[src/rtl/pong_match_ctrl_pkg.sv]
// ============================================================================
// Module      : pong_pkg
// Description : Shared encodings for the pong match sequencer.
// Revision    : 1.0 - initial release
// ============================================================================
`default_nettype none

package pong_pkg;

   localparam int SCORE_W = 4;

   localparam logic [2:0] ST_IDLE       = 3'd0;
   localparam logic [2:0] ST_SERVE_WAIT = 3'd1;
   localparam logic [2:0] ST_PLAY       = 3'd2;
   localparam logic [2:0] ST_SCORE      = 3'd3;
   localparam logic [2:0] ST_GAME_OVER  = 3'd4;

   localparam logic DIR_LEFT  = 1'b0;
   localparam logic DIR_RIGHT = 1'b1;

   // Scores stop at the winning value rather than wrapping.
   function automatic logic [SCORE_W-1:0] score_inc(
      input logic [SCORE_W-1:0] i_score,
      input logic [SCORE_W-1:0] i_limit
   );
      return (i_score >= i_limit) ? i_score : i_score + 1'b1;
   endfunction

endpackage

`default_nettype wire

[src/rtl/pong_match_ctrl_if.sv]
// ============================================================================
// Module      : pong_match_ctrl_if
// Description : Frame/event inputs and match outputs of the pong sequencer.
// Revision    : 1.0 - initial release
// ============================================================================
`default_nettype none

interface pong_match_ctrl_if #(
   parameter int SPD_W = 8
) ();

   logic                         tick;
   logic                         start;
   logic                         pause;
   logic                         goal_left;
   logic                         goal_right;
   logic                         paddle_hit;
   logic                         phys_en;
   logic                         serve;
   logic                         serve_dir;
   logic [SPD_W-1:0]             ball_speed;
   logic [pong_pkg::SCORE_W-1:0] p1_score;
   logic [pong_pkg::SCORE_W-1:0] p2_score;
   logic                         game_over;
   logic                         winner;
   logic [2:0]                   state_o;

   // master: the match controller; slave: tick source, physics and displays
   modport master (
      input  tick, start, pause, goal_left, goal_right, paddle_hit,
      output phys_en, serve, serve_dir, ball_speed, p1_score, p2_score,
             game_over, winner, state_o
   );

   modport slave (
      output tick, start, pause, goal_left, goal_right, paddle_hit,
      input  phys_en, serve, serve_dir, ball_speed, p1_score, p2_score,
             game_over, winner, state_o
   );

endinterface

`default_nettype wire

[src/rtl/pong_match_ctrl_tick_countdown.sv]
// ============================================================================
// Module      : tick_countdown
// Description : Loadable frame-tick down-counter with hold and expiry flag.
// Revision    : 1.0 - initial release
// ============================================================================
`default_nettype none

module tick_countdown #(
   parameter int CNT_W = 8
) (
   input  wire logic             clk,
   input  wire logic             reset,
   input  wire logic             i_load,
   input  wire logic [CNT_W-1:0] i_load_val,
   input  wire logic             i_tick,
   input  wire logic             i_hold,
   output logic                  o_done
);

   logic [CNT_W-1:0] r_count;
   logic             w_step;

   assign w_step = i_tick & ~i_hold;

   always_ff @(posedge clk) begin
      if (!reset) begin
         r_count <= '0;
      end else if (i_load) begin
         r_count <= i_load_val;
      end else if (w_step && (r_count != '0)) begin
         r_count <= r_count - 1'b1;
      end
   end

   // Expiry is flagged in the same clk as the tick that consumes the last count.
   assign o_done = (r_count == '0) || (w_step && (r_count == CNT_W'(1)));

endmodule

`default_nettype wire

[src/rtl/pong_match_ctrl.sv]
// ============================================================================
// Module      : pong_match_ctrl
// Description : Pong match sequencer: serves, physics gating, speed, scoring.
// Revision    : 1.0 - initial release
// ============================================================================
`default_nettype none

module pong_match_ctrl
   import pong_pkg::*;
#(
   parameter int WIN_SCORE   = 9,
   parameter int SERVE_DELAY = 60,
   parameter int SCORE_HOLD  = 30,
   parameter int INIT_SPEED  = 1,
   parameter int MAX_SPEED   = 15,
   parameter int SPD_W       = 8,
   parameter int CNT_W       = 8
) (
   input  wire logic      clk,
   input  wire logic      reset,
   pong_match_ctrl_if.master bus
);

   localparam logic [CNT_W-1:0]   c_serve_delay = CNT_W'(SERVE_DELAY);
   localparam logic [CNT_W-1:0]   c_score_hold  = CNT_W'(SCORE_HOLD);
   localparam logic [SPD_W-1:0]   c_init_speed  = SPD_W'(INIT_SPEED);
   localparam logic [SPD_W-1:0]   c_max_speed   = SPD_W'(MAX_SPEED);
   localparam logic [SCORE_W-1:0] c_win_score   = SCORE_W'(WIN_SCORE);

   logic [2:0]         r_state;
   logic               r_start_q;
   logic               r_phys_en;
   logic               r_serve_dir;
   logic               r_winner;
   logic [SPD_W-1:0]   r_ball_speed;
   logic [SCORE_W-1:0] r_p1_score;
   logic [SCORE_W-1:0] r_p2_score;

   logic               w_start_rise;
   logic               w_step;
   logic               w_goal_any;
   logic               w_win;
   logic               w_cnt_tick;
   logic               w_cnt_done;
   logic               w_load;
   logic [CNT_W-1:0]   w_load_val;

   assign w_start_rise = bus.start & ~r_start_q;
   assign w_step       = bus.tick & ~bus.pause;
   assign w_goal_any   = bus.goal_left | bus.goal_right;
   assign w_win        = (r_p1_score == c_win_score) || (r_p2_score == c_win_score);
   assign w_cnt_tick   = bus.tick && ((r_state == ST_SERVE_WAIT) || (r_state == ST_SCORE));

   always_comb begin
      w_load     = 1'b0;
      w_load_val = c_serve_delay;
      case (r_state)
         ST_IDLE, ST_GAME_OVER: w_load = w_start_rise;
         ST_PLAY: begin
            w_load     = w_goal_any;
            w_load_val = c_score_hold;
         end
         ST_SCORE: w_load = w_cnt_done & ~w_win;
         default:  w_load = 1'b0;
      endcase
   end

   tick_countdown #(
      .CNT_W (CNT_W)
   ) u_countdown (
      .clk        (clk),
      .reset      (reset),
      .i_load     (w_load),
      .i_load_val (w_load_val),
      .i_tick     (w_cnt_tick),
      .i_hold     (bus.pause),
      .o_done     (w_cnt_done)
   );

   always_ff @(posedge clk) begin
      if (!reset) begin
         r_state      <= ST_IDLE;
         r_start_q    <= 1'b0;
         r_phys_en    <= 1'b0;
         r_serve_dir  <= DIR_RIGHT;
         r_winner     <= 1'b0;
         r_ball_speed <= c_init_speed;
         r_p1_score   <= '0;
         r_p2_score   <= '0;
      end else begin
         r_start_q <= bus.start;
         // A goal tick already hands over to SCORE, so it must not step physics.
         r_phys_en <= (r_state == ST_PLAY) && w_step && !w_goal_any;

         case (r_state)
            ST_IDLE: begin
               if (w_start_rise) r_state <= ST_SERVE_WAIT;
            end
            ST_SERVE_WAIT: begin
               if (w_cnt_done) begin
                  r_ball_speed <= c_init_speed;
                  r_state      <= ST_PLAY;
               end
            end
            ST_PLAY: begin
               if (bus.goal_left && bus.goal_right) begin
                  r_state <= ST_SCORE;
               end else if (bus.goal_right) begin
                  r_p1_score  <= score_inc(r_p1_score, c_win_score);
                  r_serve_dir <= DIR_RIGHT;
                  r_state     <= ST_SCORE;
               end else if (bus.goal_left) begin
                  r_p2_score  <= score_inc(r_p2_score, c_win_score);
                  r_serve_dir <= DIR_LEFT;
                  r_state     <= ST_SCORE;
               end else if (bus.paddle_hit) begin
                  r_ball_speed <= (r_ball_speed >= c_max_speed) ? c_max_speed
                                                                : r_ball_speed + 1'b1;
               end
            end
            ST_SCORE: begin
               if (w_cnt_done) begin
                  if (w_win) begin
                     r_winner <= (r_p2_score == c_win_score);
                     r_state  <= ST_GAME_OVER;
                  end else begin
                     r_state  <= ST_SERVE_WAIT;
                  end
               end
            end
            ST_GAME_OVER: begin
               if (w_start_rise) begin
                  r_p1_score  <= '0;
                  r_p2_score  <= '0;
                  r_serve_dir <= DIR_RIGHT;
                  r_state     <= ST_SERVE_WAIT;
               end
            end
            default: r_state <= ST_IDLE;
         endcase
      end
   end

   assign bus.phys_en    = r_phys_en;
   assign bus.serve      = (r_state == ST_SERVE_WAIT) && w_cnt_done;
   assign bus.serve_dir  = r_serve_dir;
   assign bus.ball_speed = r_ball_speed;
   assign bus.p1_score   = r_p1_score;
   assign bus.p2_score   = r_p2_score;
   assign bus.game_over  = (r_state == ST_GAME_OVER);
   assign bus.winner     = r_winner;
   assign bus.state_o    = r_state;

endmodule

`default_nettype wire

[src/flat_wrapper.sv]
// flat-port wrapper written by rule: the top's interface ports become plain ports
module pong_match_ctrl_flat import pong_pkg::*;
#(
   parameter int WIN_SCORE   = 9,
   parameter int SERVE_DELAY = 60,
   parameter int SCORE_HOLD  = 30,
   parameter int INIT_SPEED  = 1,
   parameter int MAX_SPEED   = 15,
   parameter int SPD_W       = 8,
   parameter int CNT_W       = 8
)
  (clk, reset, bus_tick, bus_start, bus_pause, bus_goal_left, bus_goal_right, bus_paddle_hit, bus_phys_en, bus_serve, bus_serve_dir, bus_ball_speed, bus_p1_score, bus_p2_score, bus_game_over, bus_winner, bus_state_o);
  pong_match_ctrl_if #(.SPD_W(SPD_W)) bus_i ();
  input  wire logic clk;
  input  wire logic reset;
  input wire logic [$bits(bus_i.tick)-1:0] bus_tick;
  input wire logic [$bits(bus_i.start)-1:0] bus_start;
  input wire logic [$bits(bus_i.pause)-1:0] bus_pause;
  input wire logic [$bits(bus_i.goal_left)-1:0] bus_goal_left;
  input wire logic [$bits(bus_i.goal_right)-1:0] bus_goal_right;
  input wire logic [$bits(bus_i.paddle_hit)-1:0] bus_paddle_hit;
  output wire logic [$bits(bus_i.phys_en)-1:0] bus_phys_en;
  output wire logic [$bits(bus_i.serve)-1:0] bus_serve;
  output wire logic [$bits(bus_i.serve_dir)-1:0] bus_serve_dir;
  output wire logic [$bits(bus_i.ball_speed)-1:0] bus_ball_speed;
  output wire logic [$bits(bus_i.p1_score)-1:0] bus_p1_score;
  output wire logic [$bits(bus_i.p2_score)-1:0] bus_p2_score;
  output wire logic [$bits(bus_i.game_over)-1:0] bus_game_over;
  output wire logic [$bits(bus_i.winner)-1:0] bus_winner;
  output wire logic [$bits(bus_i.state_o)-1:0] bus_state_o;
  assign bus_i.tick = bus_tick;
  assign bus_i.start = bus_start;
  assign bus_i.pause = bus_pause;
  assign bus_i.goal_left = bus_goal_left;
  assign bus_i.goal_right = bus_goal_right;
  assign bus_i.paddle_hit = bus_paddle_hit;
  assign bus_phys_en = bus_i.phys_en;
  assign bus_serve = bus_i.serve;
  assign bus_serve_dir = bus_i.serve_dir;
  assign bus_ball_speed = bus_i.ball_speed;
  assign bus_p1_score = bus_i.p1_score;
  assign bus_p2_score = bus_i.p2_score;
  assign bus_game_over = bus_i.game_over;
  assign bus_winner = bus_i.winner;
  assign bus_state_o = bus_i.state_o;
  pong_match_ctrl #(.WIN_SCORE(WIN_SCORE), .SERVE_DELAY(SERVE_DELAY), .SCORE_HOLD(SCORE_HOLD), .INIT_SPEED(INIT_SPEED), .MAX_SPEED(MAX_SPEED), .SPD_W(SPD_W), .CNT_W(CNT_W)) u_core (.clk(clk), .reset(reset), .bus(bus_i));
endmodule
[config.mk]
export PLATFORM = sky130hd
export DESIGN_NAME = pong_match_ctrl_flat
export DESIGN_NICKNAME = d
export VERILOG_FILES = /design/src/rtl/pong_match_ctrl_pkg.sv /design/src/rtl/pong_match_ctrl_if.sv /design/src/rtl/pong_match_ctrl_tick_countdown.sv /design/src/rtl/pong_match_ctrl.sv /design/src/flat_wrapper.sv
export SDC_FILE = /design/constraint.sdc
export NUM_CORES = 1
export LEC_CHECK = 0
export ABC_AREA = 1
export BUFFER_PORTS_ARGS = -buffer_cell sky130_fd_sc_hd__buf_2
export CAP_MARGIN = 30
export CORE_MARGIN = 4
export CORE_UTILIZATION = 55
export CTS_CLUSTER_DIAMETER = 150
export DETAILED_ROUTE_END_ITERATION = 6
export PLACE_DENSITY = 0.88
export SYNTH_ARGS = -nofsm -noshare
export SYNTH_HDL_FRONTEND = slang
export SYNTH_SLANG_ARGS = --single-unit
[constraint.sdc]
create_clock -name clk -period 1.5 [get_ports clk]
set_input_delay 0.3 -clock clk [delete_from_list [all_inputs] [get_ports clk]]
set_output_delay 0.3 -clock clk [all_outputs]
set_load 0.02 [all_outputs]
# [After elaboration in Yosys (flattened, before gate mapping)]
# Index checks and enable logic that the tools add are counted.
[word_totals] in_bits=8 regBits=31 out_inout_bits=24 wordCells=103
[op_classes] mux=34 add_sub_neg=4 bitwise_logic=8 n_reduce_logical=24 n_lt_le_gt_ge=3 eq_ne=21
[ops] operator="$mux 8" n=8
[ops] operator="$mux 4" n=8
[ops] operator="$mux 3" n=7
[ops] operator="$ne 2x2->1 const B" n=8
[ops] operator="$pmux 4 s2" n=2
[ops] operator="$pmux 8 s2" n=1
[ops] operator="$pmux 3 s4" n=1
[ops] operator="$reduce_and 6->1" n=2
[ops] operator="$add 4x1->4 const B" n=2
[ops] operator="$add 8x1->8 const B" n=1
[ops] operator="$eq 4x4->1 const B" n=2
[ops] operator="$eq 8x1->1 const B" n=1
[ops] operator="$ge 4x4->1 const B" n=2
[ops] operator="$ge 8x4->1 const B" n=1
[ops] operator="$logic_not 8->1" n=1
[ops] operator="$ne 2x1->1 const B" n=4
[ops] operator="$reduce_and 4->1" n=2
[ops] operator="$reduce_bool 8->1" n=1
[ops] operator="$sub 8x1->8 const B" n=1
[ops] operator="$logic_and 1x1->1" n=7
[ops] operator="$eq 3x2->1 const B" n=2
[ops] operator="$mux 6" n=1
[ops] operator="$reduce_bool 2->1" n=3
[ops] operator="$reduce_and 5->1" n=1
[ops] operator="other kinds (15)" n=25

# [Logic depth before layout (Yosys ltp)]
# Gate-level depths: netlist (run 1).
[depth] ltp_word=9 depth_mapped=12 mapped_depth_nobuf=12

# [Cells and area by module]
# Synthesis (run 1) repeated with hierarchy kept, for this count alone.
[hier_totals] hier_cells=290 area_unflattened_um2=1899.3
[by_module_without_submodules] mod="pong_match_ctrl" cells_each=190 seq_area_each_um2=460.4 instances=1 area_each_um2=1270.0
[by_module_without_submodules] mod="tick_countdown" cells_each=100 seq_area_each_um2=160.2 instances=1 area_each_um2=629.4

# [Worst setup path after synthesis (run 1)]
# Ideal clock, no wire load.
[synth_timing] path_kind="reg-to-output" from="register u_core.r_state[0] (netlist: u_core.bus.state_o[0])" to="output port bus_serve" path_slack_ps=-104 required_ps=1200 arrival_ps=1304 stages_incl_launch_ff=5 n_path_buf=0 cell_sequence="dfxtp_1 nand3_1 nor2_2 nand2_4 a21oi_1"
[synth_via] elab_chain_len=7 word_cells_on_any_way=8 classes_between="2 x eq/ne; 1 x bitwise; 5 x reduce/logical"
[synth_lines] item="start: declaration" line="pong_match_ctrl.sv:30" rtl="logic [2:0] r_state;"
[synth_lines] item="start signal: assignment" line="pong_match_ctrl.sv:82" rtl="r_state <= ST_IDLE;"
[synth_lines] item="start signal: assignment" line="pong_match_ctrl.sv:97" rtl="if (w_start_rise) r_state <= ST_SERVE_WAIT;"
[synth_lines] item="start signal: assignment" line="pong_match_ctrl.sv:102" rtl="r_state <= ST_PLAY;"
[synth_lines] item="$eq 3x1->1 / $eq 3x2->1 (equally long branches)" line="pong_match_ctrl.sv:52, pong_match_ctrl.sv:145"
[synth_lines] item="$logic_or 1x1->1" line="pong_match_ctrl.sv:52" rtl="assign w_cnt_tick = bus.tick && ((r_state == ST_SERVE_WAIT) || (r_state == ST_SCORE));"
[synth_lines] item="$logic_and 1x1->1" line="pong_match_ctrl.sv:52"
[synth_lines] item="$and 1x1->1" line="pong_match_ctrl_tick_countdown.sv:23" rtl="assign w_step = i_tick & ~i_hold;"
[synth_lines] item="$logic_and 1x1->1" line="pong_match_ctrl_tick_countdown.sv:36" rtl="assign o_done = (r_count == '0) || (w_step && (r_count == CNT_W'(1)));"
[synth_lines] item="$logic_or 1x1->1" line="pong_match_ctrl_tick_countdown.sv:36"
[synth_lines] item="$logic_and 1x1->1 (*)" line="pong_match_ctrl.sv:145" rtl="assign bus.serve = (r_state == ST_SERVE_WAIT) && w_cnt_done;"
[synth_lines] item="end: declaration" line="flat_wrapper.sv:23" rtl="output wire logic [$bits(bus_i.serve)-1:0] bus_serve;"
# Every way passes the cells marked *; elsewhere a longest branch is shown, timed or not.

# [Worst setup path after layout (run 1)]
[layout_timing] from="register u_core.u_countdown.r_count[1]" to="output port bus_serve"
[layout_via] elab_chain_len=4 word_cells_on_any_way=5 classes_between="1 x eq/ne; 4 x reduce/logical"
[layout_lines] item="start: declaration" line="pong_match_ctrl_tick_countdown.sv:20" rtl="logic [CNT_W-1:0] r_count;"
[layout_lines] item="start signal: assignment" line="pong_match_ctrl_tick_countdown.sv:29" rtl="r_count <= i_load_val;"
[layout_lines] item="start signal: assignment" line="pong_match_ctrl_tick_countdown.sv:31" rtl="r_count <= r_count - 1'b1;"
[layout_lines] item="$eq 8x1->1" line="pong_match_ctrl_tick_countdown.sv:36"
[layout_lines] item="$logic_and 1x1->1" line="pong_match_ctrl_tick_countdown.sv:36"
[layout_lines] item="$logic_or 1x1->1 (*)" line="pong_match_ctrl_tick_countdown.sv:36"
[layout_lines] item="$logic_and 1x1->1 (*)" line="pong_match_ctrl.sv:145"
# Marks and branches as above.

==> impl_summary.log, run 1 <==
INFO  metric drt_first_pass_iters = 5
INFO  metric drv_slew = 0
INFO  metric grtUsageTotal = 0.234
INFO  metric drt-wirelength-per-cell = between 15 and 20 um
INFO  metric cts_hold_bufs = 0
INFO  metric slew-limit-headroom = 0.789
INFO  metric final_period_minus_worst_setup_slack = about 1.8 ns
INFO  metric flow.area_growth_from_synthesis = 44.9%
INFO  metric startpoint = u_core.u_countdown.r_count[1]
INFO  metric worst_pin_slew = 0.314 ns
INFO  metric switching_share = 0.521
INFO  metric yosysUniqueCellTypes = 33
INFO  metric mostFrequentLayoutCell = sky130_fd_sc_hd__nand2_1
INFO  metric start_util = 0.590
INFO  metric report.power.total = about 5600 uW
INFO  metric ant_nets = 0
INFO  metric starting_drt_drc_count = 202
INFO  metric synth_top_area_frac = 0.336
INFO  metric power.clock.fraction = 0.083
INFO  metric leading_cell_types_in_the_layout_fill_and_taps_excluded = 36 x sky130_fd_sc_hd__nand2_1, 29 x sky130_fd_sc_hd__buf_2, 27 x sky130_fd_sc_hd__buf_4
INFO  metric f_max = 0.569 GHz
INFO  metric p_leak = approximately 0.0012 uW
INFO  metric rsz_0062_raised_after_global_routing = true
INFO  metric gr-usage-met1 = 0.283
INFO  metric hold_path_depth = 2
INFO  metric globalRouteOverflowTotal = 0
INFO  metric core.rowCount = 20
INFO  metric vdd_drop_max = approximately 1.5 mV
INFO  metric yosys_warnings = 0
INFO  metric gr-usage-met3 = 0.0578
INFO  metric cp_buf_inv_count = 2
INFO  metric cpLargestDelayFamily = flip-flops
INFO  metric htree_levels = 2
INFO  metric post-dp-hpwl = ~3200 um
INFO  metric mappedNetlistArea = between 1500 and 2000 um^2
INFO  metric grt_util_met2 = 0.393
INFO  metric fin_nets = about 330
INFO  metric endpoint_of_the_most_critical_register_to_register_path = u_core.u_countdown.r_count[6]
INFO  metric post_synth_main_area_contributors = sky130_fd_sc_hd__dfxtp_1 34%, sky130_fd_sc_hd__nand2_1 9.8%, sky130_fd_sc_hd__ha_1 6.8%
INFO  metric critical-path-max-stage-delay = roughly 0.35 ns
INFO  metric timing.hold.worst_endpoint = u_core.bus.phys_en
INFO  metric timing.final.crit_share = 1.17
INFO  metric port-buffer-count = 31
INFO  metric crit_path_frequent_cell = sky130_fd_sc_hd__nand2_4
INFO  metric setup_violations = 16
INFO  metric powerDensity = around 2100 nW/um^2
INFO  metric fin_skew = between 0.009 and 0.01 ns
INFO  metric outcome = finished with violations
INFO  metric crit_type = register to output pin
INFO  metric clock_root_buffer = sky130_fd_sc_hd__clkbuf_4
INFO  metric timing.hold.ws = ~0.18 ns
INFO  metric hold_viol = 0
INFO  metric reg2reg_from = u_core.u_countdown.r_count[3]
INFO  metric avg_vias_per_cell = approximately 6
INFO  metric dieArea = around 4300 um^2
INFO  metric globalplace.congestion = around 0.95
INFO  metric worstHoldStart = bus_pause
INFO  metric antenna-diode-count = 0
INFO  metric rr_worst_depth = 9
INFO  metric drive_above_1_share = 0.517
INFO  metric dpl_cell_area = roughly 2100 um^2
INFO  metric maxCapViolCount = 0
INFO  metric synth_sequential_area_ratio = 0.336
INFO  metric cellInternalPower = about 2700 uW
INFO  metric timing.critical_path.from_type = register
INFO  metric clk_path_buf_depth = 2
INFO  metric worst_ep_required_time = 1.20 ns
INFO  metric worstSkewPairLatency = ~0.35 ns
INFO  metric final.setup.tns = -1.67 ns
INFO  metric floorplan.io_pins = 32
INFO  metric share_comb_of_total_power = 0.672
INFO  metric initial_antenna_violation_count = 0
INFO  metric synth_largest_area_cell = sky130_fd_sc_hd__dfxtp_1
INFO  metric postRouteWirelength = ~7000 um
INFO  metric maximum_number_of_pins_on_one_net_before_global_route_repair = 15
INFO  metric first_global_vias = about 1800
INFO  metric power.switching = roughly 3000 uW
INFO  metric path_max_fanout = 3
INFO  metric yosys_register_bits = 31
INFO  metric fin_ws = -0.258 ns
INFO  metric cts.clk_slew.worst_paths = 0.09 ns
INFO  metric rrSetupSlack = -0.23 ns
INFO  metric post-route-drc-count = 0
INFO  metric hold_class = primary input to register
INFO  metric critical_path.cell_chain = inv_4 -> ha_4 -> nand2_4 -> nor2_4 -> nand2_4 -> a21oi_2 -> buf_4
INFO  metric worstPathArrival = ~1.5 ns
INFO  metric layout.cell_area.non_filler = around 2700 um^2
INFO  metric worst_setup_path_end_kind = output pin
INFO  metric synthCells = 252
INFO  metric critical_path.slowest_cell = sky130_fd_sc_hd__dfxtp_2
INFO  metric coreArea = around 3100 um^2
INFO  metric die_x = 65.9 um
INFO  metric cts_inserted_buffers = 5
INFO  metric globalRoute.busiestLayer = met2
INFO  metric fp.dieH = 65.9 um
INFO  metric tritoncts = done
INFO  metric synthesis.area_per_instance = around 7.3 um^2
INFO  metric violations_in_the_final_reports = setup timing
INFO  metric clkSinkCount = 31
INFO  metric first_pass_grt_wire_length = between 7000 and 8000 um
INFO  metric power.sequential.fraction = 0.245
INFO  metric synth_fp_nets = 270
INFO  metric via_count = around 2200
-- power by group through the flow --
stage / registers (uW) / clock network (uW) / logic (uW)
6_report: 1370 / 466 / 3780
2_1_floorplan: 1400 / 0 / 1680
5_1_grt: 1400 / 511 / 4010
3_3_place_gp: 1260 / 0 / 2290
4_1_cts: 1280 / 450 / 2670
3_5_place_dp: 1270 / 0 / 2350
-- cells by family after synthesis --
logic type | Yosys count | share of synthesized area
AO/OA/AOI/OAI | 38 | 0.122
flip-flops | 31 | 0.336
AND/OR/NAND/NOR | 128 | 0.363
XOR/XNOR | 6 | 0.0285
buffers and inverters | 39 | 0.0827
adder cells (fa/ha/maj) | 10 | 0.0678
-- timing repair --
| action | 4_1_cts | 5_1_grt |
|---|---|---|
| buffers inserted | 9 | 14 |
| endpoints found under the setup margin | 9 | 28 |
| pin swaps | 10 | 18 |
| resized for setup | 32 | 75 |
-- metal layers --
metal	share of wire	wire length [um]
met2	0.49	3450
met1	0.35	2480
met3	0.090	634
met5	0	0
met4	0.068	479
-- state kept, by name (all words and copies together), names as in the netlist --
signal	count
u_core.bus.winner	1
u_core.u_countdown.r_count	8
u_core.bus.serve_dir	1
u_core.bus.ball_speed	8
u_core.bus.state_o	3
u_core.bus.phys_en	1
u_core.bus.p1_score	4
u_core.bus.p2_score	4
u_core.r_start_q	1
-- worst reg2reg max path: stages, from the launching register on --
cell                      delay [ns]
sky130_fd_sc_hd__dfxtp_4        0.37
sky130_fd_sc_hd__nor2_4         0.16
sky130_fd_sc_hd__buf_6          0.13
sky130_fd_sc_hd__nand4_4        0.11
sky130_fd_sc_hd__buf_6          0.16
sky130_fd_sc_hd__nand2_2        0.20
sky130_fd_sc_hd__nand3_4        0.14
sky130_fd_sc_hd__inv_4          0.10
sky130_fd_sc_hd__nand2_1        0.08
sky130_fd_sc_hd__a21oi_1        0.19
-- worst max path at each step --
stage                                               end  slack, ns  cells past startpoint
after detailed placement         u_core.bus.p1_score[2]     -0.006                     10
after CTS                                     bus_serve      -0.18                      7
after global routing                          bus_serve      -0.31                      5
after global placement    u_core.u_countdown.r_count[1]       0.05                     10
after floorplan                               bus_serve     -0.002                      4
final                                         bus_serve      -0.26                      7
-- per-stage QoR --
stage               worst slack [ns]  utilization  std cells
global route                  -0.315        0.855        359
detailed placement          -0.00615        0.671        331
global placement              0.0504        0.671        331
finish                        -0.258        0.855        359
CTS                           -0.180        0.740        346
floorplan                   -0.00173            -        252
-- cell usage after synthesis --
cell type / number
sky130_fd_sc_hd__a211oi_1: 2
sky130_fd_sc_hd__a21oi_1: 20
sky130_fd_sc_hd__a21oi_2: 3
sky130_fd_sc_hd__a21oi_4: 1
sky130_fd_sc_hd__and3_1: 1
sky130_fd_sc_hd__buf_2: 1
sky130_fd_sc_hd__clkbuf_1: 1
sky130_fd_sc_hd__clkinv_4: 1
sky130_fd_sc_hd__dfxtp_1: 31
sky130_fd_sc_hd__ha_1: 10
sky130_fd_sc_hd__inv_1: 30
sky130_fd_sc_hd__inv_2: 6
sky130_fd_sc_hd__nand2_1: 48
sky130_fd_sc_hd__nand2_2: 3
sky130_fd_sc_hd__nand2_4: 5
sky130_fd_sc_hd__nand3_1: 15
sky130_fd_sc_hd__nand3_2: 1
sky130_fd_sc_hd__nand3b_4: 1
sky130_fd_sc_hd__nand4_1: 4
sky130_fd_sc_hd__nand4_4: 1
sky130_fd_sc_hd__nor2_1: 27
sky130_fd_sc_hd__nor2_2: 9
sky130_fd_sc_hd__nor2_4: 4
sky130_fd_sc_hd__nor3_1: 7
sky130_fd_sc_hd__nor3_2: 1
sky130_fd_sc_hd__nor4b_1: 1
sky130_fd_sc_hd__o211ai_1: 1
sky130_fd_sc_hd__o21a_1: 1
sky130_fd_sc_hd__o21ai_0: 6
sky130_fd_sc_hd__o21ai_1: 3
sky130_fd_sc_hd__o31ai_1: 1
sky130_fd_sc_hd__xnor2_1: 4
sky130_fd_sc_hd__xor2_1: 2
-- area by class of cell --
cell class              instances  area [um^2]
flip-flops and latches         31          651
inverters                      37          169
repair buffers                 59          382
multi-input cells             182         1380
clock buffers                   6         41.3
well taps                      44         55.1
fillers                       156          454
Power figures use the tool's default switching activity.
==> inputs of run 2 (changes only) <==
==> constraint.sdc (replaced) <==
create_clock -name clk -period 2.2 [get_ports clk]
set_input_delay 0.44 -clock clk [delete_from_list [all_inputs] [get_ports clk]]
set_output_delay 0.44 -clock clk [all_outputs]
set_load 0.02 [all_outputs]
==> impl_summary.log, run 2 (same netlist as run 1, synthesis figures left out) <==
INFO  metric globalplace.congestion = slightly below 0.9
INFO  metric clock_root_buffer = sky130_fd_sc_hd__clkbuf_4
INFO  metric die_x = 65.9 um
INFO  metric crit_type = register to output pin
INFO  metric mostFrequentLayoutCell = sky130_fd_sc_hd__nand2_1
INFO  metric report.power.total = between 2000 and 3000 uW
INFO  metric gr-usage-met3 = 0.0425
INFO  metric first_global_vias = approximately 1600
INFO  metric final.setup.tns = 0 ns
INFO  metric avg_vias_per_cell = a little over 5
INFO  metric f_max = between 0.5 and 0.6 GHz
INFO  metric outcome = finished, final reports clean
INFO  metric tritoncts = done
INFO  metric fp.dieH = about 66 um
INFO  metric post-route-drc-count = 0
INFO  metric worstSkewPairLatency = 0.34 ns
INFO  metric first_pass_grt_wire_length = approximately 6700 um
INFO  metric port-buffer-count = 31
INFO  metric share_comb_of_total_power = 0.562
INFO  metric timing.critical_path.from_type = register
INFO  metric timing.final.crit_share = 0.907
INFO  metric clk_path_buf_depth = 2
INFO  metric critical-path-max-stage-delay = approximately 0.34 ns
INFO  metric grtUsageTotal = 0.199
INFO  metric htree_levels = 2
INFO  metric finish.cell_count_without_fillers = 333
INFO  metric worstPathArrival = 1.56 ns
INFO  metric maxCapViolCount = 0
INFO  metric path_max_fanout = 6
INFO  metric post-dp-hpwl = 2920 um
INFO  metric initial_antenna_violation_count = 0
INFO  metric dp.cells = 326
INFO  metric power.clock.fraction = 0.126
INFO  metric coreArea = ~3100 um^2
INFO  metric core.rowCount = 20
INFO  metric worst_setup_path_end_kind = output pin
INFO  metric cts_hold_bufs = 0
INFO  metric globalRoute.busiestLayer = met2
INFO  metric cts_resized = 0
INFO  metric slew-limit-headroom = 0.813
INFO  metric drt_first_pass_iters = 4
INFO  metric post-cts-setup-buffers = 0
INFO  metric postRouteWirelength = about 3800 um
INFO  metric final_period_minus_worst_setup_slack = about 2.0 ns
INFO  metric cpLargestDelayFamily = flip-flops
INFO  metric hold_class = primary input to register
INFO  metric setup_violations = 0
INFO  metric globalRouteOverflowTotal = 0
INFO  metric cts_inserted_buffers = 5
INFO  metric dieArea = around 4300 um^2
INFO  metric rsz_0062_raised_after_global_routing = false
INFO  metric vdd_drop_max = around 0.65 mV
INFO  metric timing.hold.ws = roughly 0.28 ns
INFO  metric maximum_number_of_pins_on_one_net_before_global_route_repair = 15
INFO  metric hold_viol = 0
INFO  metric cp_buf_inv_count = 2
INFO  metric powerDensity = ~1300 nW/um^2
INFO  metric drt-wirelength-per-cell = approximately 11 um
INFO  metric ant_nets = 0
INFO  metric start_util = 0.590
INFO  metric gr-usage-met1 = 0.224
INFO  metric power.switching = 1360 uW
INFO  metric cellInternalPower = around 1400 uW
INFO  metric power.sequential.fraction = 0.312
INFO  metric antenna-diode-count = 0
INFO  metric floorplan.io_pins = 32
INFO  metric leading_cell_types_in_the_layout_fill_and_taps_excluded = 48 x sky130_fd_sc_hd__nand2_1, 31 x sky130_fd_sc_hd__buf_2, 31 x sky130_fd_sc_hd__dfxtp_1
INFO  metric p_leak = roughly 0.001 uW
INFO  metric fin_skew = 0.00328 ns
INFO  metric via_count = between 1500 and 2000
INFO  metric drive_above_1_share = 0.260
INFO  metric filler_cell_count = 272
INFO  metric switching_share = 0.494
INFO  metric final_core_utilization = 0.675
INFO  metric fin_nets = between 300 and 400
INFO  metric flow.area_growth_from_synthesis = 14.4%
INFO  metric cts.clk_slew.worst_paths = around 0.090 ns
INFO  metric starting_drt_drc_count = 75
INFO  metric drv_slew = 0
INFO  metric worst_pin_slew = 0.280 ns
INFO  metric critical_path.slowest_cell = sky130_fd_sc_hd__dfxtp_1
INFO  metric worst_ep_required_time = 1.76 ns
INFO  metric clkSinkCount = 31
INFO  metric grt_util_met2 = 0.344
INFO  metric critical_path.cell_chain = inv_1 -> ha_1 -> nand4_4 -> a21oi_1 -> buf_2
[run 2: cell types whose count changed in the layout (fill, tap and decap cells not counted), sizes merged]
| cell | change |
|---|---|
| buf | -27 |
| clkinv | +1 |
[run 2: worst register-to-register path, stage by stage (launching register included)]
cell	delay (ns)
sky130_fd_sc_hd__dfxtp_1	0.38
sky130_fd_sc_hd__inv_1	0.09
sky130_fd_sc_hd__ha_1	0.18
sky130_fd_sc_hd__nand3_1	0.13
sky130_fd_sc_hd__nand2_1	0.07
sky130_fd_sc_hd__o21ai_1	0.15
sky130_fd_sc_hd__nand2_1	0.10
sky130_fd_sc_hd__nor2_2	0.17
sky130_fd_sc_hd__nand3_1	0.10
sky130_fd_sc_hd__nand2_1	0.07
sky130_fd_sc_hd__a21oi_1	0.04
[run 2: path summary, 6_finish.rpt]
| kind | slack [ns] | startpoint | endpoint | cells after the start |
|---|---|---|---|---|
| worst max-delay path | 0.20 | u_core.u_countdown.r_count[0] | bus_serve | 5 |
| worst min-delay path | 0.28 | bus_pause | u_core.bus.phys_en | 2 |
| worst max register to register | 0.64 | u_core.bus.p1_score[1] | u_core.bus.p1_score[2] | 10 |
| worst min register to register | 0.46 | u_core.bus.ball_speed[7] | u_core.bus.ball_speed[7] | 2 |
[run 2: layout make-up]
type	count	area [um^2]	area share
repair buffers	32	163	0.0771
flip-flops and latches	31	621	0.294
well taps	44	55.1	0.0261
clock inverters	1	5.00	0.00237
inverters	37	144	0.0682
clock buffers	6	51.3	0.0243
multi-input cells	182	1070	0.508
[run 2: power groups by stage]
stage	Combinational, uW	Sequential, uW	Clock, uW
detailed placement	1540	871	0
CTS	1550	859	358
finish	1550	859	347
floorplan	1140	951	0
global placement	1520	868	0
global route	1740	886	381
[run 2: metal layers]
layer,share of wire,wire length (um)
met5,0,0
met1,0.46,1730
met4,0.030,112
met3,0.043,163
met2,0.47,1770
[run 2: metrics by stage]
stage                     cell area (um^2)  setup WS [ns]
after floorplan                       1850          0.456
after global placement                2050          0.595
after detailed placement              2050          0.569
after CTS                             2110          0.185
after global routing                  2110         0.0811
final                                 2110          0.204
==> inputs of run 3 (changes only) <==
--- a/config.mk
+++ b/config.mk
@@ -12,7 +12,9 @@
 export CORE_UTILIZATION = 55
 export CTS_CLUSTER_DIAMETER = 150
 export DETAILED_ROUTE_END_ITERATION = 6
+export GPL_ROUTABILITY_DRIVEN = 0
 export PLACE_DENSITY = 0.88
+export REMOVE_ABC_BUFFERS = 1
 export SYNTH_ARGS = -nofsm -noshare
 export SYNTH_HDL_FRONTEND = slang
 export SYNTH_SLANG_ARGS = --single-unit
==> impl_summary.log, run 3 (same netlist as run 1, synthesis figures left out) <==
INFO  metric outcome = finished, final reports clean
INFO  metric critical_path.cell_chain = inv_1 -> ha_1 -> nand4_4 -> a21oi_1 -> buf_2
INFO  metric grtUsageTotal = 0.195
INFO  metric first_pass_grt_wire_length = between 6000 and 7000 um
INFO  metric vdd_drop_max = 0.680 mV
INFO  metric clkSinkCount = 31
INFO  metric wl_met1 = 1690 um
INFO  metric power.sequential.fraction = 0.307
INFO  metric slew-limit-headroom = 0.800
INFO  metric flow.area_growth_from_synthesis = 15.1%
INFO  metric port-buffer-count = 31
INFO  metric met3RoutedLength = between 200 and 250 um
INFO  metric worst_ep_required_time = 1.76 ns
INFO  metric cellInternalPower = roughly 1400 uW
INFO  metric drv_slew = 0
INFO  metric fin_skew = 0.0143 ns
INFO  metric globalRouteOverflowTotal = 0
INFO  metric die_x = between 60 and 70 um
INFO  metric critical-path-max-stage-delay = 0.34 ns
INFO  metric fp.dieH = between 60 and 70 um
INFO  metric finish.cell_count_without_fillers = about 330
INFO  metric start_util = 0.590
INFO  metric initial_antenna_violation_count = 0
INFO  metric dieArea = between 4000 and 5000 um^2
INFO  metric tritoncts = done
INFO  metric p_leak = between 0.001 and 0.0015 uW
INFO  metric first_global_vias = 1584
INFO  metric drt-wirelength-per-cell = 11.4 um
INFO  metric power.switching = 1370 uW
INFO  metric dp.cells = about 330
INFO  metric switching_share = 0.488
INFO  metric power.clock.fraction = 0.141
INFO  metric layout.cell_area.non_filler = 2120 um^2
INFO  metric post-route-drc-count = 0
INFO  metric highest_layer = met4
INFO  metric clock_root_buffer = sky130_fd_sc_hd__clkbuf_4
INFO  metric worstPathArrival = between 1.5 and 2 ns
INFO  metric avg_vias_per_cell = 5.08
INFO  metric worst_pin_slew = 0.299 ns
INFO  metric drive_above_1_share = 0.259
INFO  metric setup_violations = 0
INFO  metric timing.final.crit_share = 0.926
INFO  metric coreArea = about 3100 um^2
INFO  metric rsz_0062_raised_after_global_routing = false
INFO  metric timing.hold.ws = ~0.27 ns
INFO  metric postRouteWirelength = around 3800 um
INFO  metric cts.clk_slew.worst_paths = between 0.1 and 0.15 ns
INFO  metric report.power.total = approximately 2800 uW
INFO  metric final_period_minus_worst_setup_slack = 2.04 ns
INFO  metric maximum_number_of_pins_on_one_net_before_global_route_repair = 11
INFO  metric fin_nets = 307
INFO  metric post-cts-setup-buffers = 0
INFO  metric drt_first_pass_iters = 4
INFO  metric share_comb_of_total_power = 0.551
INFO  metric cts_resized = 0
INFO  metric cts_hold_bufs = 0
INFO  metric starting_drt_drc_count = between 100 and 150
INFO  metric crit_type = register to output pin
INFO  metric leading_cell_types_in_the_layout_fill_and_taps_excluded = 48 x sky130_fd_sc_hd__nand2_1, 31 x sky130_fd_sc_hd__buf_2, 31 x sky130_fd_sc_hd__dfxtp_1
INFO  metric met2RoutedLength = 1840 um
INFO  metric worst_setup_path_end_kind = output pin
INFO  metric dpl_cell_area = 2050 um^2
INFO  metric htree_levels = 2
INFO  metric path_max_fanout = 6
INFO  metric worstSkewPairLatency = 0.35 ns
INFO  metric cts_inserted_buffers = 5
INFO  metric antenna-diode-count = 0
INFO  metric core.rowCount = 20
INFO  metric ant_nets = 0
INFO  metric critical_path.slowest_cell = sky130_fd_sc_hd__dfxtp_1
INFO  metric timing.critical_path.from_type = register
INFO  metric final.setup.tns = 0 ns
INFO  metric via_count = 1697
INFO  metric post-dp-hpwl = about 3000 um
INFO  metric hold_class = primary input to register
INFO  metric clk_path_buf_depth = 2
INFO  metric floorplan.io_pins = 32
INFO  metric mostFrequentLayoutCell = sky130_fd_sc_hd__nand2_1
INFO  metric hold_viol = 0
INFO  metric maxCapViolCount = 0
INFO  metric f_max = approximately 0.49 GHz
INFO  metric powerDensity = 1320 nW/um^2
==> run 3: changes by cell type in the layout (fill, tap and decap cells not counted) <==
cell,delta
sky130_fd_sc_hd__clkbuf_1,+1
sky130_fd_sc_hd__clkinv_2,-1
sky130_fd_sc_hd__clkbuf_8,+1
==> run 3: metal layers <==
metal  GRT usage  vias to the layer above
li1            -                      884
met1       0.235                      757
met2       0.325                       50
met3      0.0578                        6
met4      0.0751                        0
met5           0                        -
==> run 3: path summary, 6_finish.rpt <==
check	start	cells after the start	slack, ns	end
worst min register to register	u_core.bus.ball_speed[5]	2	0.46	u_core.bus.ball_speed[5]
worst min-delay path	bus_pause	2	0.27	u_core.bus.phys_en
worst max-delay path	u_core.u_countdown.r_count[0]	5	0.16	bus_serve
worst max register to register	u_core.u_countdown.r_count[0]	8	0.65	u_core.u_countdown.r_count[2]
==> run 3: layout make-up <==
| cell class | instances | area (um^2) |
|---|---|---|
| Inverter | 37 | 144 |
| Sequential cell | 31 | 621 |
| Tap cell | 44 | 55.1 |
| Fill cell | 282 | 1000 |
| Multi-Input combinational cell | 182 | 1070 |
| Timing Repair Buffer | 32 | 163 |
| Clock buffer | 8 | 68.8 |
==> run 3: power by group through the flow <==
stage	Combinational [uW]	Clock, uW	Sequential [uW]
finish	1540	396	860
global placement	1510	0	866
detailed placement	1550	0	868
CTS	1550	397	856
floorplan	1130	0	951
global route	1750	431	883
==> run 3: critical path, delay by kind of cell (launching register included) <==
family	cells	cell delay [ns]
AOI/OAI and AO/OA	1	0.19
adders and majority gates	1	0.22
buffers and inverters	2	0.33
DFF	1	0.34
and+or+nand+nor	1	0.17
==> run 3: per-stage QoR <==
stage	utilization	worst slack [ns]
after floorplan	-	0.456
after global placement	0.657	0.598
final	0.679	0.162
after detailed placement	0.657	0.539
after CTS	0.679	0.152
after global routing	0.679	0.0125
